===== config.mk =====
export PLATFORM = sky130hd
export DESIGN_NAME = multicycle_control
export DESIGN_NICKNAME = d
export VERILOG_FILES = /design/src/rtl/mc_pkg.sv /design/src/rtl/multicycle_control.sv
export SDC_FILE = /design/constraint.sdc
export NUM_CORES = 1
export LEC_CHECK = 0
export ABC_AREA = 1
export CAP_MARGIN = 20
export CORE_AREA = 3 3 40 42
export CTS_CLUSTER_SIZE = 12
export DETAILED_ROUTE_END_ITERATION = 6
export DIE_AREA = 0 0 43 45
export GPL_TIMING_DRIVEN = 0
export PLACE_DENSITY = 0.75
export REMOVE_ABC_BUFFERS = 1
export SKIP_CTS_REPAIR_TIMING = 1
export SYNTH_ARGS = -nofsm -noshare
export SYNTH_HDL_FRONTEND = slang
export SYNTH_SLANG_ARGS = --single-unit

===== constraint.sdc =====
create_clock -name clk -period 1.7 [get_ports clk]
set_input_delay 0.17 -clock clk [delete_from_list [all_inputs] [get_ports clk]]
set_output_delay 0.17 -clock clk [all_outputs]
set_load 0.005 [all_outputs]

===== src/rtl/mc_pkg.sv =====
// Shared types and encodings for the multicycle CPU main control FSM.
// Optional feature macro: MC_IMM_OPS_EN (ADDI/ORI immediate path).
package mc_pkg;

  typedef enum logic [3:0] {
    ST_IDLE      = 4'd0,
    ST_FETCH     = 4'd1,
    ST_DECODE    = 4'd2,
    ST_MEM_ADDR  = 4'd3,
    ST_MEM_READ  = 4'd4,
    ST_MEM_WB    = 4'd5,
    ST_MEM_WRITE = 4'd6,
    ST_EXECUTE   = 4'd7,
    ST_R_WB      = 4'd8,
    ST_BRANCH    = 4'd9,
    ST_JUMP      = 4'd10,
    ST_IMM_EXEC  = 4'd11,
    ST_IMM_WB    = 4'd12
  } state_t;

  localparam logic [5:0] OP_RTYPE = 6'b000000;
  localparam logic [5:0] OP_LW    = 6'b100011;
  localparam logic [5:0] OP_SW    = 6'b101011;
  localparam logic [5:0] OP_BEQ   = 6'b000100;
  localparam logic [5:0] OP_J     = 6'b000010;
  localparam logic [5:0] OP_ADDI  = 6'b001000;
  localparam logic [5:0] OP_ORI   = 6'b001101;

  localparam logic [1:0] ALUOP_ADD   = 2'b00;
  localparam logic [1:0] ALUOP_SUB   = 2'b01;
  localparam logic [1:0] ALUOP_FUNCT = 2'b10;
  localparam logic [1:0] ALUOP_OPC   = 2'b11;

  localparam logic [1:0] SRCB_REG   = 2'b00;
  localparam logic [1:0] SRCB_FOUR  = 2'b01;
  localparam logic [1:0] SRCB_IMM   = 2'b10;
  localparam logic [1:0] SRCB_IMMSH = 2'b11;

  localparam logic [1:0] PCSRC_ALU    = 2'b00;
  localparam logic [1:0] PCSRC_ALUOUT = 2'b01;
  localparam logic [1:0] PCSRC_JUMP   = 2'b10;

  // DECODE successor; ST_FETCH doubles as the "illegal opcode" answer.
  function automatic state_t decode_next(input logic [5:0] op);
    state_t nxt;
    nxt = ST_FETCH;
    case (op)
      OP_RTYPE:      nxt = ST_EXECUTE;
      OP_LW, OP_SW:  nxt = ST_MEM_ADDR;
      OP_BEQ:        nxt = ST_BRANCH;
      OP_J:          nxt = ST_JUMP;
`ifdef MC_IMM_OPS_EN
      OP_ADDI, OP_ORI: nxt = ST_IMM_EXEC;
`endif
      default:       nxt = ST_FETCH;
    endcase
    return nxt;
  endfunction

endpackage


===== src/rtl/multicycle_control.sv =====
// Main control FSM for the multicycle CPU: Moore outputs decoded from the state register.
// Optional feature macro: MC_IMM_OPS_EN adds the IMM_EXEC/IMM_WB path for ADDI/ORI.
module multicycle_control
  import mc_pkg::*;
#(
  parameter int OPCODE_W  = 6,
  parameter int ALUSRCB_W = 2
) (
  input  logic                 clk,
  input  logic                 reset,
  input  logic [OPCODE_W-1:0]  opcode,
  output logic                 PCWrite,
  output logic                 PCWriteCond,
  output logic [1:0]           PCSource,
  output logic                 IorD,
  output logic                 MemRead,
  output logic                 MemWrite,
  output logic                 IRWrite,
  output logic                 MemtoReg,
  output logic                 RegDst,
  output logic                 RegWrite,
  output logic                 ALUSrcA,
  output logic [ALUSRCB_W-1:0] ALUSrcB,
  output logic [1:0]           ALUOp,
  output logic                 retire,
  output logic                 illegal_op,
  output state_t               dbg_state
);

  state_t state_q, state_d;
  logic   op_legal;

  assign dbg_state = state_q;
  assign op_legal  = (decode_next(opcode) != ST_FETCH);

  always_ff @(posedge clk) begin
    if (!reset) state_q <= ST_IDLE;
    else        state_q <= state_d;
  end

  always_comb begin
    state_d = ST_IDLE;
    case (state_q)
      ST_IDLE:      state_d = ST_FETCH;
      ST_FETCH:     state_d = ST_DECODE;
      ST_DECODE:    state_d = decode_next(opcode);
      // The opcode is held in IR, so LW/SW is re-judged here.
      ST_MEM_ADDR:  state_d = (opcode == OP_LW) ? ST_MEM_READ :
                              (opcode == OP_SW) ? ST_MEM_WRITE : ST_FETCH;
      ST_MEM_READ:  state_d = ST_MEM_WB;
      ST_MEM_WB:    state_d = ST_FETCH;
      ST_MEM_WRITE: state_d = ST_FETCH;
      ST_EXECUTE:   state_d = ST_R_WB;
      ST_R_WB:      state_d = ST_FETCH;
      ST_BRANCH:    state_d = ST_FETCH;
      ST_JUMP:      state_d = ST_FETCH;
`ifdef MC_IMM_OPS_EN
      ST_IMM_EXEC:  state_d = ST_IMM_WB;
      ST_IMM_WB:    state_d = ST_FETCH;
`endif
      default:      state_d = ST_IDLE;
    endcase
  end

  always_comb begin
    PCWrite     = 1'b0;
    PCWriteCond = 1'b0;
    PCSource    = PCSRC_ALU;
    IorD        = 1'b0;
    MemRead     = 1'b0;
    MemWrite    = 1'b0;
    IRWrite     = 1'b0;
    MemtoReg    = 1'b0;
    RegDst      = 1'b0;
    RegWrite    = 1'b0;
    ALUSrcA     = 1'b0;
    ALUSrcB     = ALUSRCB_W'(SRCB_REG);
    ALUOp       = ALUOP_ADD;
    retire      = 1'b0;
    illegal_op  = 1'b0;
    case (state_q)
      ST_FETCH: begin
        MemRead = 1'b1;
        IRWrite = 1'b1;
        PCWrite = 1'b1;
        ALUSrcB = ALUSRCB_W'(SRCB_FOUR);
      end
      ST_DECODE: begin
        ALUSrcB    = ALUSRCB_W'(SRCB_IMMSH);
        illegal_op = !op_legal;
      end
      ST_MEM_ADDR: begin
        ALUSrcA = 1'b1;
        ALUSrcB = ALUSRCB_W'(SRCB_IMM);
      end
      ST_MEM_READ: begin
        MemRead = 1'b1;
        IorD    = 1'b1;
      end
      ST_MEM_WB: begin
        RegWrite = 1'b1;
        MemtoReg = 1'b1;
        retire   = 1'b1;
      end
      ST_MEM_WRITE: begin
        MemWrite = 1'b1;
        IorD     = 1'b1;
        retire   = 1'b1;
      end
      ST_EXECUTE: begin
        ALUSrcA = 1'b1;
        ALUOp   = ALUOP_FUNCT;
      end
      ST_R_WB: begin
        RegDst   = 1'b1;
        RegWrite = 1'b1;
        retire   = 1'b1;
      end
      ST_BRANCH: begin
        ALUSrcA     = 1'b1;
        ALUOp       = ALUOP_SUB;
        PCWriteCond = 1'b1;
        PCSource    = PCSRC_ALUOUT;
        retire      = 1'b1;
      end
      ST_JUMP: begin
        PCWrite  = 1'b1;
        PCSource = PCSRC_JUMP;
        retire   = 1'b1;
      end
`ifdef MC_IMM_OPS_EN
      ST_IMM_EXEC: begin
        ALUSrcA = 1'b1;
        ALUSrcB = ALUSRCB_W'(SRCB_IMM);
        ALUOp   = ALUOP_OPC;
      end
      ST_IMM_WB: begin
        RegWrite = 1'b1;
        retire   = 1'b1;
      end
`endif
      default: ;
    endcase
  end

endmodule


==> impl_summary.txt, run 1 <==
----------------------------------------------------
[Detailed routing]
  Routed WL ... around 1300 um
  Residual DRC count ... 0
  Per-cell routed wire length ... around 10 um
  Vias ... approximately 600
  Detail-routed via count per cell ... around 4.6
  Detail Route Antenna Nets ... 0
  Router iterations before antenna repair ... 4
  Detailed router's first-iteration violation count ... 8

[Final layout]
  Leading cell types in the layout, fill and taps excluded ... sky130_fd_sc_hd__clkdlybuf4s50_1, sky130_fd_sc_hd__nand2_1, sky130_fd_sc_hd__nor2_1
  Leading cell type in the layout, fill and taps excluded ... sky130_fd_sc_hd__clkdlybuf4s50_1
  Diodes inserted ... 0
  Layout area overhead ... 92.1%
  Layout cells sized above 1 ... 20.9%
  Layout Cells excl Fill ... between 100 and 150
  Area of all placed cells without fillers ... 825 um^2
  Number of flip-flops in the largest register ... 4
  Net count, final ... 125

[Synthesis]
  Number of distinct standard cells referenced by the synthesized netlist ... 16
  Post-synthesis cell count ... 83
  Sequential cell area fraction in the yosys report ... about a fifth
  Yosys warnings ... 0
  Avg Inst Size Synth ... slightly above 5 um^2
  Post-Syn Area ... between 400 and 500 um^2
  Count of state elements after synthesis ... 4

[Clock tree]
  CTS H-tree lvls ... 1
  Sinks on the clock net ... 4
  Maximum number of buffers from clock root to sink ... 2
  Insertion delay to the later sink of the worst-skew pair ... approximately 0.23 ns
  CTS Buf Count ... 3
  TritonCTS clock tree ... built
  Clock Root Buffer ... sky130_fd_sc_hd__clkbuf_4
  Clock edge transition at the registers on the reported setup and hold paths ... 0.04 ns

[Place]
  Cell Count Post-Placement ... ~130
  Detailed Place HPWL ... 1030 um
  IO buf count ... 29
  Placed inst area ... between 700 and 800 um^2
  Post-placement setup slack ... -0.0292 ns
  Routability cong. ... a little under 0.8

[Run]
  Maximum Capacitance Violations ... 0

[Critical path]
  Worst path max stage delay ... around 0.51 ns
  Crit-path cells ... inv_4 > nor2_4 > inv_2 > nor2_4 > clkdlybuf4s50_1
  Cell at the slowest stage of the critical path ... sky130_fd_sc_hd__clkdlybuf4s50_1
  Worst Path Class, Setup ... flip-flop to primary output
  Critical Path Fanout Max ... 4
  Critical Path RT ... between 1.5 and 2 ns
  Dominant cell type by count on the critical path ... sky130_fd_sc_hd__nor2_4
  Element type at the critical path end ... primary output
  CP startpoint kind ... flip-flop
  CP arrival ... around 1.5 ns

[Floorplan]
  Starting density of the core ... 33.4%
  Die Wd ... around 43 um
  Die outline height ... approximately 45 um
  I/O pins ... 30
  Total Die Area ... 0.00194 mm^2
  Placement row count ... 13
  Core Area ... roughly 0.0013 mm^2

[Status]
  Outcome ... complete, no violations

[Power and ir drop]
  Standby leakage power ... roughly 0.51 nW
  Design Power ... about 0.38 mW
  Power per unit of standard cell area ... ~470 mW/mm^2
  VDD IR-drop max ... ~310 uV

[STA]
  Tcrit/Tclk final ... 95.5%
  Headroom to the max-slew limit ... 82.1%
  Final min period ... between 1.5 and 2 ns
  Number of setup violations in the final report ... 0
  Worst setup skew after layout ... about 0.0020 ns
  Actual transition at the worst max-transition pin ... 0.268 ns
  Max Fclk ... 616 MHz
  Max-slew violations ... 0
  Minimum setup slack in the final design ... ~0.076 ns
  Unrepaired setup endpoints after global routing ... no
  Hold Fails Final Rpt ... 0

[Global route]
  Final global-route overflow total ... 0
  Antenna violations before repair ... 0
  Via count of the first global-routing pass ... between 500 and 600
  Global-route usage over all layers ... 14.3%
  Wire length of the first global-routing pass ... 2140 um
  Maximum number of pins on one net before global-route repair ... 8

[Worst hold path]
  Hold crit path type ... input port to flip-flop

----------------------------------------------------
-- critical path, delay by kind of cell, from the launching register on --
family                 cells  cell delay (ns)
flip-flops                 1             0.37
buffers and inverters      3             0.65
AND/OR/NAND/NOR            2             0.20
-- per-stage QoR --
step | setup TNS (ns) | hold WS (ns) | util [%]
global placement | -0.0187 | 0.688 | 56.3
global route | 0 | 0.542 | 64.2
CTS | -0.846 | 0.521 | 58.0
floorplan | 0 | 0.268 | -
finish | 0 | 0.518 | 64.2
detailed placement | -0.0292 | 0.700 | 56.3
-- synthesized netlist by cell type --
library cell               count  area, um^2
sky130_fd_sc_hd__o21ai_0       1        5.00
sky130_fd_sc_hd__nor2_1       19        71.3
sky130_fd_sc_hd__nand3_1       5        25.0
sky130_fd_sc_hd__dfxtp_1       4        80.1
sky130_fd_sc_hd__nor2_4        1        11.3
sky130_fd_sc_hd__nand4_1       2        12.5
sky130_fd_sc_hd__o22ai_1       2        12.5
sky130_fd_sc_hd__inv_2         1        3.75
sky130_fd_sc_hd__nand2_1      23        86.3
sky130_fd_sc_hd__buf_4         2        15.0
sky130_fd_sc_hd__nand2_4       1        11.3
sky130_fd_sc_hd__inv_1        17        63.8
sky130_fd_sc_hd__a21oi_1       2        10.0
sky130_fd_sc_hd__nand3b_1      1        7.51
sky130_fd_sc_hd__a21boi_0      1        7.51
sky130_fd_sc_hd__nor2_2        1        6.26
-- cell type report --
class / count / area, um^2
tap: 15 / 18.8
timing repair buffer: 31 / 325
inverter: 18 / 70.1
multi-input combinational: 59 / 302
sequential: 4 / 86.3
clock buffer: 3 / 22.5
fill: 120 / 460
-- layer usage --
metal | vias up | global-route usage (%) | share of wire [%]
met1 | 256 | 17.8 | 42
met4 | 0 | 7.23 | 1.6
met5 | - | 0 | 0
li1 | 319 | - | -
met3 | 2 | 2.39 | 9.1
met2 | 22 | 24.0 | 47
-- cells by family (layout without fill, tap and decap cells) --
group	after synthesis	after routing	synth area share [%]
AOI/OAI and AO/OA	6	6	8.16
DFF	4	4	18.7
and+or+nand+nor	53	53	53.9
buffers and inverters	20	52	19.2
-- power by group --
| part | switching (mW) | total (mW) | leakage (nW) | internal, mW |
|---|---|---|---|---|
| Sequential | 0.0103 | 0.111 | 0.0341 | 0.101 |
| Combinational | 0.0740 | 0.158 | 0.461 | 0.0837 |
| Clock | 0.0360 | 0.115 | 0.0138 | 0.0788 |
| Total | 0.120 | 0.384 | 0.509 | 0.263 |
-- worst paths after layout --
check        depth (start not counted)                       to  slack [ns]                    start
max                                  5              PCWriteCond        0.08  dbg_state[0]$_SDFF_PN0_
min                                  3  dbg_state[1]$_SDFF_PN0_        0.52                    reset
max reg2reg                          9  dbg_state[0]$_SDFF_PN0_        0.48  dbg_state[3]$_SDFF_PN0_
min reg2reg                          5  dbg_state[0]$_SDFF_PN0_        0.70  dbg_state[3]$_SDFF_PN0_
Note: power is estimated with default switching activity, not from simulation.
==> inputs of run 2 (changes only) <==
- CORE_AREA: 3 3 40 42 -> default
- CORE_MARGIN: default -> 3
- CORE_UTILIZATION: default -> 33
- DIE_AREA: 0 0 43 45 -> default
- PLACE_DENSITY: 0.75 -> 0.76
- clock period: 1.7 -> 1.6 ns (I/O delays scaled with it)
==> impl_summary.txt, run 2 (synthesized netlist as in run 1, its figures left out) <==
----------------------------------------------------
[Final layout]
  Diodes inserted ... 0 (unchanged)
  Finished Core Util ... 74.4% (was 64.2%)
  Layout area overhead ... 100% (was 92.1%)
  Leading cell type in the layout, fill and taps excluded ... sky130_fd_sc_hd__nand2_1 (was sky130_fd_sc_hd__clkdlybuf4s50_1)
  Layout filler cell count ... 96 (was 120)
  Number of flip-flops in the largest register ... 4 (unchanged)
  Total area of sequential cells ... 92.6 um^2 (was 86.3 um^2)
  Layout Cells excl Fill ... 130 (unchanged)
  Layout cells sized above 1 ... 23.3% (was 20.9%)
  Total area of multi-input combinational cells ... 302 um^2 (unchanged)
  Leading cell types in the layout, fill and taps excluded ... sky130_fd_sc_hd__nand2_1, sky130_fd_sc_hd__nor2_1, sky130_fd_sc_hd__dlymetal6s2s_1 (was sky130_fd_sc_hd__clkdlybuf4s50_1, sky130_fd_sc_hd__nand2_1, sky130_fd_sc_hd__nor2_1)
  Net count, final ... 126 (was 125)

[Detailed routing]
  Detailed router's first-iteration violation count ... 11 (was 8)
  Detail Route Antenna Nets ... 0 (unchanged)
  Detail-routed via count per cell ... 4.58 (was 4.61)
  Vias ... 595 (was 599)
  Routed WL ... 1390 um (was 1290 um)
  Router iterations before antenna repair ... 4 (unchanged)
  Residual DRC count ... 0 (unchanged)
  Per-cell routed wire length ... 10.7 um (was 9.94 um)

[Clock tree]
  Insertion delay to the later sink of the worst-skew pair ... 0.23 ns (about the same)
  Sinks on the clock net ... 4 (unchanged)
  Clock edge transition at the registers on the reported setup and hold paths ... 0.04 ns (about the same)
  Maximum number of buffers from clock root to sink ... 2 (unchanged)
  TritonCTS clock tree ... built (unchanged)
  CTS Buf Count ... 3 (unchanged)
  CTS H-tree lvls ... 1 (unchanged)
  Clock Root Buffer ... sky130_fd_sc_hd__clkbuf_4 (unchanged)

[Critical path]
  CP arrival ... 1.37 ns (was 1.45 ns)
  Crit-path cells ... inv_4 > nand2_2 > nor2_1 > clkdlybuf4s50_1 (was inv_4 > nor2_4 > inv_2 > nor2_4 > clkdlybuf4s50_1)
  Reg2Reg Launch Point ... dbg_state[3]$_SDFF_PN0_ (unchanged)
  Worst Reg2Reg Path Length in Cells ... 7 (was 9)
  Worst Path Class, Setup ... flip-flop to primary output (unchanged)
  Element type at the critical path end ... primary output (unchanged)
  Terminus of the critical flop-to-flop path ... dbg_state[3]$_SDFF_PN0_ (was dbg_state[0]$_SDFF_PN0_)
  CP startpoint kind ... flip-flop (unchanged)
  Internal reg-to-reg setup slack ... 0.48 ns (about the same)
  Worst path max stage delay ... 0.51 ns (about the same)
  Critical Path RT ... 1.44 ns (was 1.53 ns)
  Cell at the slowest stage of the critical path ... sky130_fd_sc_hd__clkdlybuf4s50_1 (unchanged)
  Critical Path Fanout Max ... 4 (unchanged)

[STA]
  Max Fclk ... 654 MHz
  Tcrit/Tclk final ... roughly 96%
  Final min period ... ~1.5 ns
  Worst setup skew after layout ... 0.00118 ns (was 0.00199 ns)
  Minimum setup slack in the final design ... 0.0712 ns (was 0.0760 ns)
  Final total negative setup slack ... 0 ns (unchanged)
  Max-slew violations ... 0 (unchanged)
  Headroom to the max-slew limit ... 81.8% (was 82.1%)
  Number of setup violations in the final report ... 0 (unchanged)
  Hold Fails Final Rpt ... 0 (unchanged)
  Actual transition at the worst max-transition pin ... 0.272 ns (was 0.268 ns)

[Worst hold path]
  Hold path startpoint ... reset (unchanged)
  Hold Crit Depth ... 3 (unchanged)
  Hold crit path type ... input port to flip-flop (unchanged)
  Endpoint of the worst hold-timing path ... dbg_state[1]$_SDFF_PN0_ (unchanged)

[Place]
  Routability cong. ... 0.772 (was 0.783)
  Cell Count Post-Placement ... 124 (was 125)
  Detailed Place HPWL ... 1090 um (was 1030 um)
  IO buf count ... 29 (unchanged)
  Post-placement setup slack ... -0.104 ns (was -0.0292 ns)

[Global route]
  Final global-route overflow total ... 0 (unchanged)
  Maximum number of pins on one net before global-route repair ... 8 (unchanged)
  Antenna violations before repair ... 0 (unchanged)
  Wire length of the first global-routing pass ... 2110 um (was 2140 um)
  Global-route usage over all layers ... 14.9% (was 14.3%)
  Via count of the first global-routing pass ... 518 (was 516)

[Floorplan]
  Total Die Area ... 0.00177 mm^2 (was 0.00194 mm^2)
  Core Area ... 0.00116 mm^2 (was 0.00128 mm^2)
  Die Wd ... 42.1 um (was 43 um)
  Die outline height ... 42.1 um (was 45 um)
  I/O pins ... 30 (unchanged)
  Starting density of the core ... 37.1% (was 33.4%)
  Placement row count ... 12 (was 13)

[Power and ir drop]
  Power per unit of standard cell area ... 479 mW/mm^2 (was 465 mW/mm^2)
  VDD IR-drop max ... 408 uV (was 308 uV)
  Design Power ... 0.412 mW (was 0.384 mW)
  Standby leakage power ... 0.638 nW (was 0.509 nW)

[Run]
  Maximum Capacitance Violations ... 0 (unchanged)

[Status]
  Outcome ... complete, no violations (unchanged)

----------------------------------------------------
==> run 2: where the power goes <==
part	switching, mW	leakage (nW)	internal (mW)
Combinational	0.0802	0.589	0.0905
Clock	0.0402	0.0138	0.0838
Sequential	0.0111	0.0352	0.106
Total	0.131	0.638	0.280
==> run 2: through the flow <==
stage / hold slack (ns) / instance area, um^2
final: 0.514 / 860
after global routing: 0.539 / 860
after CTS: 0.522 / 744
after detailed placement: 0.714 / 722
after global placement: 0.705 / 722
after floorplan: 0.258 / 414
==> run 2: area by class of cell <==
cell class	count	share of cell area, %
Clock buffer	3	2.62
Multi-Input combinational cell	59	35.1
Sequential cell	4	10.8
Timing Repair Buffer	32	40.8
Tap cell	14	2.04
Inverter	18	8.73
==> run 2: worst max-delay path by stage <==
stage	start	to	depth (start not counted)
floorplan	dbg_state[0]$_SDFF_PN0_	ALUOp[0]	4
global placement	opcode[4]	illegal_op	8
detailed placement	opcode[4]	illegal_op	8
CTS	dbg_state[0]$_SDFF_PN0_	illegal_op	6
global route	dbg_state[0]$_SDFF_PN0_	PCSource[1]	4
finish	dbg_state[0]$_SDFF_PN0_	PCSource[1]	4
==> run 2: per-layer routing <==
metal | global-route usage (%) | share of wire (%) | wire length (um)
met1 | 19.6 | 45 | 628
met2 | 23.5 | 49 | 684
met3 | 1.72 | 3.9 | 54
met4 | 8.07 | 1.4 | 19
met5 | 0 | 0 | 0
==> run 2: worst max-delay path, delay by kind of cell, from the launching register on <==
| family | cells | cell delay (ns) |
|---|---|---|
| DFF | 1 | 0.35 |
| and+or+nand+nor | 2 | 0.19 |
| buffers and inverters | 2 | 0.59 |
==> edit (flow settings as in run 2) <==
The parameter `ALUSRCB_W` goes from 2 to 3.
--- a/src/rtl/multicycle_control.sv
+++ b/src/rtl/multicycle_control.sv
@@ -6,3 +6,3 @@
   parameter int OPCODE_W  = 6,
-  parameter int ALUSRCB_W = 2
+  parameter int ALUSRCB_W = 3
 ) (
Interface: changed (resized ALUSrcB); port bits go from 30 to 31. No check against the original RTL was run, so the function may have changed too.
==> edit against run 2 <==
- the run now ends with setup timing left
- synthesized area is 2.6% higher
- die area is 2.2% higher
- setup slack worse by 0.11 ns
- power is 0.69% lower
- routed wire length is 9.0% higher
- sequential cell count stayed put
- core utilization is 1.6 points lower
- design area is 0.87% lower
- largest power group unchanged
- highest routed layer is now met3
==> edit: results (changes against run 2) <==
The source of the worst hold timing path is reset (unchanged). The number of filler cells placed in the layout came out at 99 (was 96). The H-tree depth reported by CTS is 1 (unchanged). The total length of routed met2 wires is 807 um (was 684 um). The root buffer cell is sky130_fd_sc_hd__clkbuf_4 (unchanged). The final HPWL from detailed placement is 1030 um (was 1090 um). The arrival time of the worst setup path is 1.48 ns (was 1.37 ns). The number of endpoints failing setup at the final stage is 2 (was 0). The capture instance of the worst register-to-register path was dbg_state[3] (unchanged). Cell types occupying the most area after synthesis: sky130_fd_sc_hd__nand2_1 (20%), sky130_fd_sc_hd__dfxtp_1 (18%), sky130_fd_sc_hd__nor2_1 (16%), sky130_fd_sc_hd__inv_1 (14%), sky130_fd_sc_hd__nand3_1 (5.7%) (was sky130_fd_sc_hd__nand2_1 (20%), sky130_fd_sc_hd__dfxtp_1 (19%), sky130_fd_sc_hd__nor2_1 (17%), sky130_fd_sc_hd__inv_1 (15%), sky130_fd_sc_hd__nand3_1 (5.8%)). The worst hold-check slack was 0.516 ns (was 0.514 ns). The global-route total usage across every layer came to 14.3% (was 14.9%). The worst-path maximum fanout came out at 3 (was 4). The switching part of the total power is 31.1% (was 31.9%).

The pre-CTS setup slack came out at -0.106 ns (was -0.104 ns). The highest metal layer with signal wires is met3 (was met4). The detailed-router iteration count before antenna repair came out at 4 (unchanged). The global-route track usage on met1 came out at 19.7% (was 19.6%). The share of layout cells above drive strength 1 is 20.5% (was 23.3%).

The routed length on met3 was 77 um (was 54 um). The routed wire length came out at 1510 um (was 1390 um). The insertion delay to the later sink of the worst-skew pair came out at 0.23 ns (about the same). The maximum number of buffers from clock root to sink came out at 2 (unchanged).

The pin count of the biggest net entering global routing is 8 (unchanged). The instance area after placement came out at 726 um^2 (was 722 um^2). The number of flip-flops in the largest register is 4 (unchanged). The proportion of power drawn by the clock network came to 29.1% (was 30.1%). The leakage power of the design came out at 0.000629 uW (was 0.000638 uW). The number of antenna diodes came to 0 (unchanged). The met3 usage is 2.58% (was 1.72%). The total via count in the routed design came out at 604 (was 595).

The number of distinct library cell variants in the gate-level netlist after synthesis came out at 17 (was 16). The portion of total power attributed to combinational logic came out at 42.5% (was 41.5%). The global placer's final weighted congestion was 0.781 (was 0.772). The final worst clock skew is 0.00364 ns (was 0.00118 ns). The largest incremental delay on the critical path is 0.48 ns (was 0.51 ns). The slack of the critical path came out at -0.0403 ns (was 0.0712 ns). The number of DRC violations after detailed-routing iteration 0 is 19 (was 11). The peak ir drop on the vdd network was 0.393 mV (was 0.408 mV). The sum of negative setup slack is -0.0635 ns (was 0 ns). The met2 track demand over resource in global routing came out at 20.7% (was 23.5%). The placed instance count is 125 (was 124). The checks that failed: setup timing. The proportion of synthesized chip area in sequential cells is 18.2% (was 18.7%).

The global-route wire length before repair is 2020 um (was 2110 um). Result of the run: complete, but fails checks (was completed). The routed metal-1 wirelength came out at 626 um (was 628 um). The routed via count divided by cell count came out at 4.61 (was 4.58).

The average cell area after synthesis was 5.18 um^2 (was 5.17 um^2). The final net count was 127 (was 126). The via count of the first global-routing pass is 486 (was 518).
edit: cell type report:
cell class                 count  area, um^2  share of cell area (%)
sequential                     4        88.8                    10.4
tap                           14        17.5                    2.06
timing repair buffer          32         348                    40.8
inverter                      18        72.6                    8.52
multi-input combinational     60         303                    35.5
clock buffer                   3        22.5                    2.64
edit: worst max-delay path by stage:
| stage | slack, ns | endpoint | cells after the start | start |
|---|---|---|---|---|
| final | -0.04 | retire | 7 | dbg_state[2] |
| after global routing | -0.10 | retire | 7 | dbg_state[2] |
| after CTS | -0.21 | illegal_op | 6 | dbg_state[0] |
| after detailed placement | -0.11 | illegal_op | 8 | opcode[4] |
| after global placement | -0.1 | illegal_op | 8 | opcode[4] |
| after floorplan | 0.59 | ALUOp[0] | 4 | dbg_state[0] |
edit: kinds of logic after synthesis:
kind of cell	after synthesis	synth area share [%]
other	1	0.851
DFF	4	18.2
and+or+nand+nor	53	52.6
AOI/OAI and AO/OA	6	7.95
buffers and inverters	21	20.5
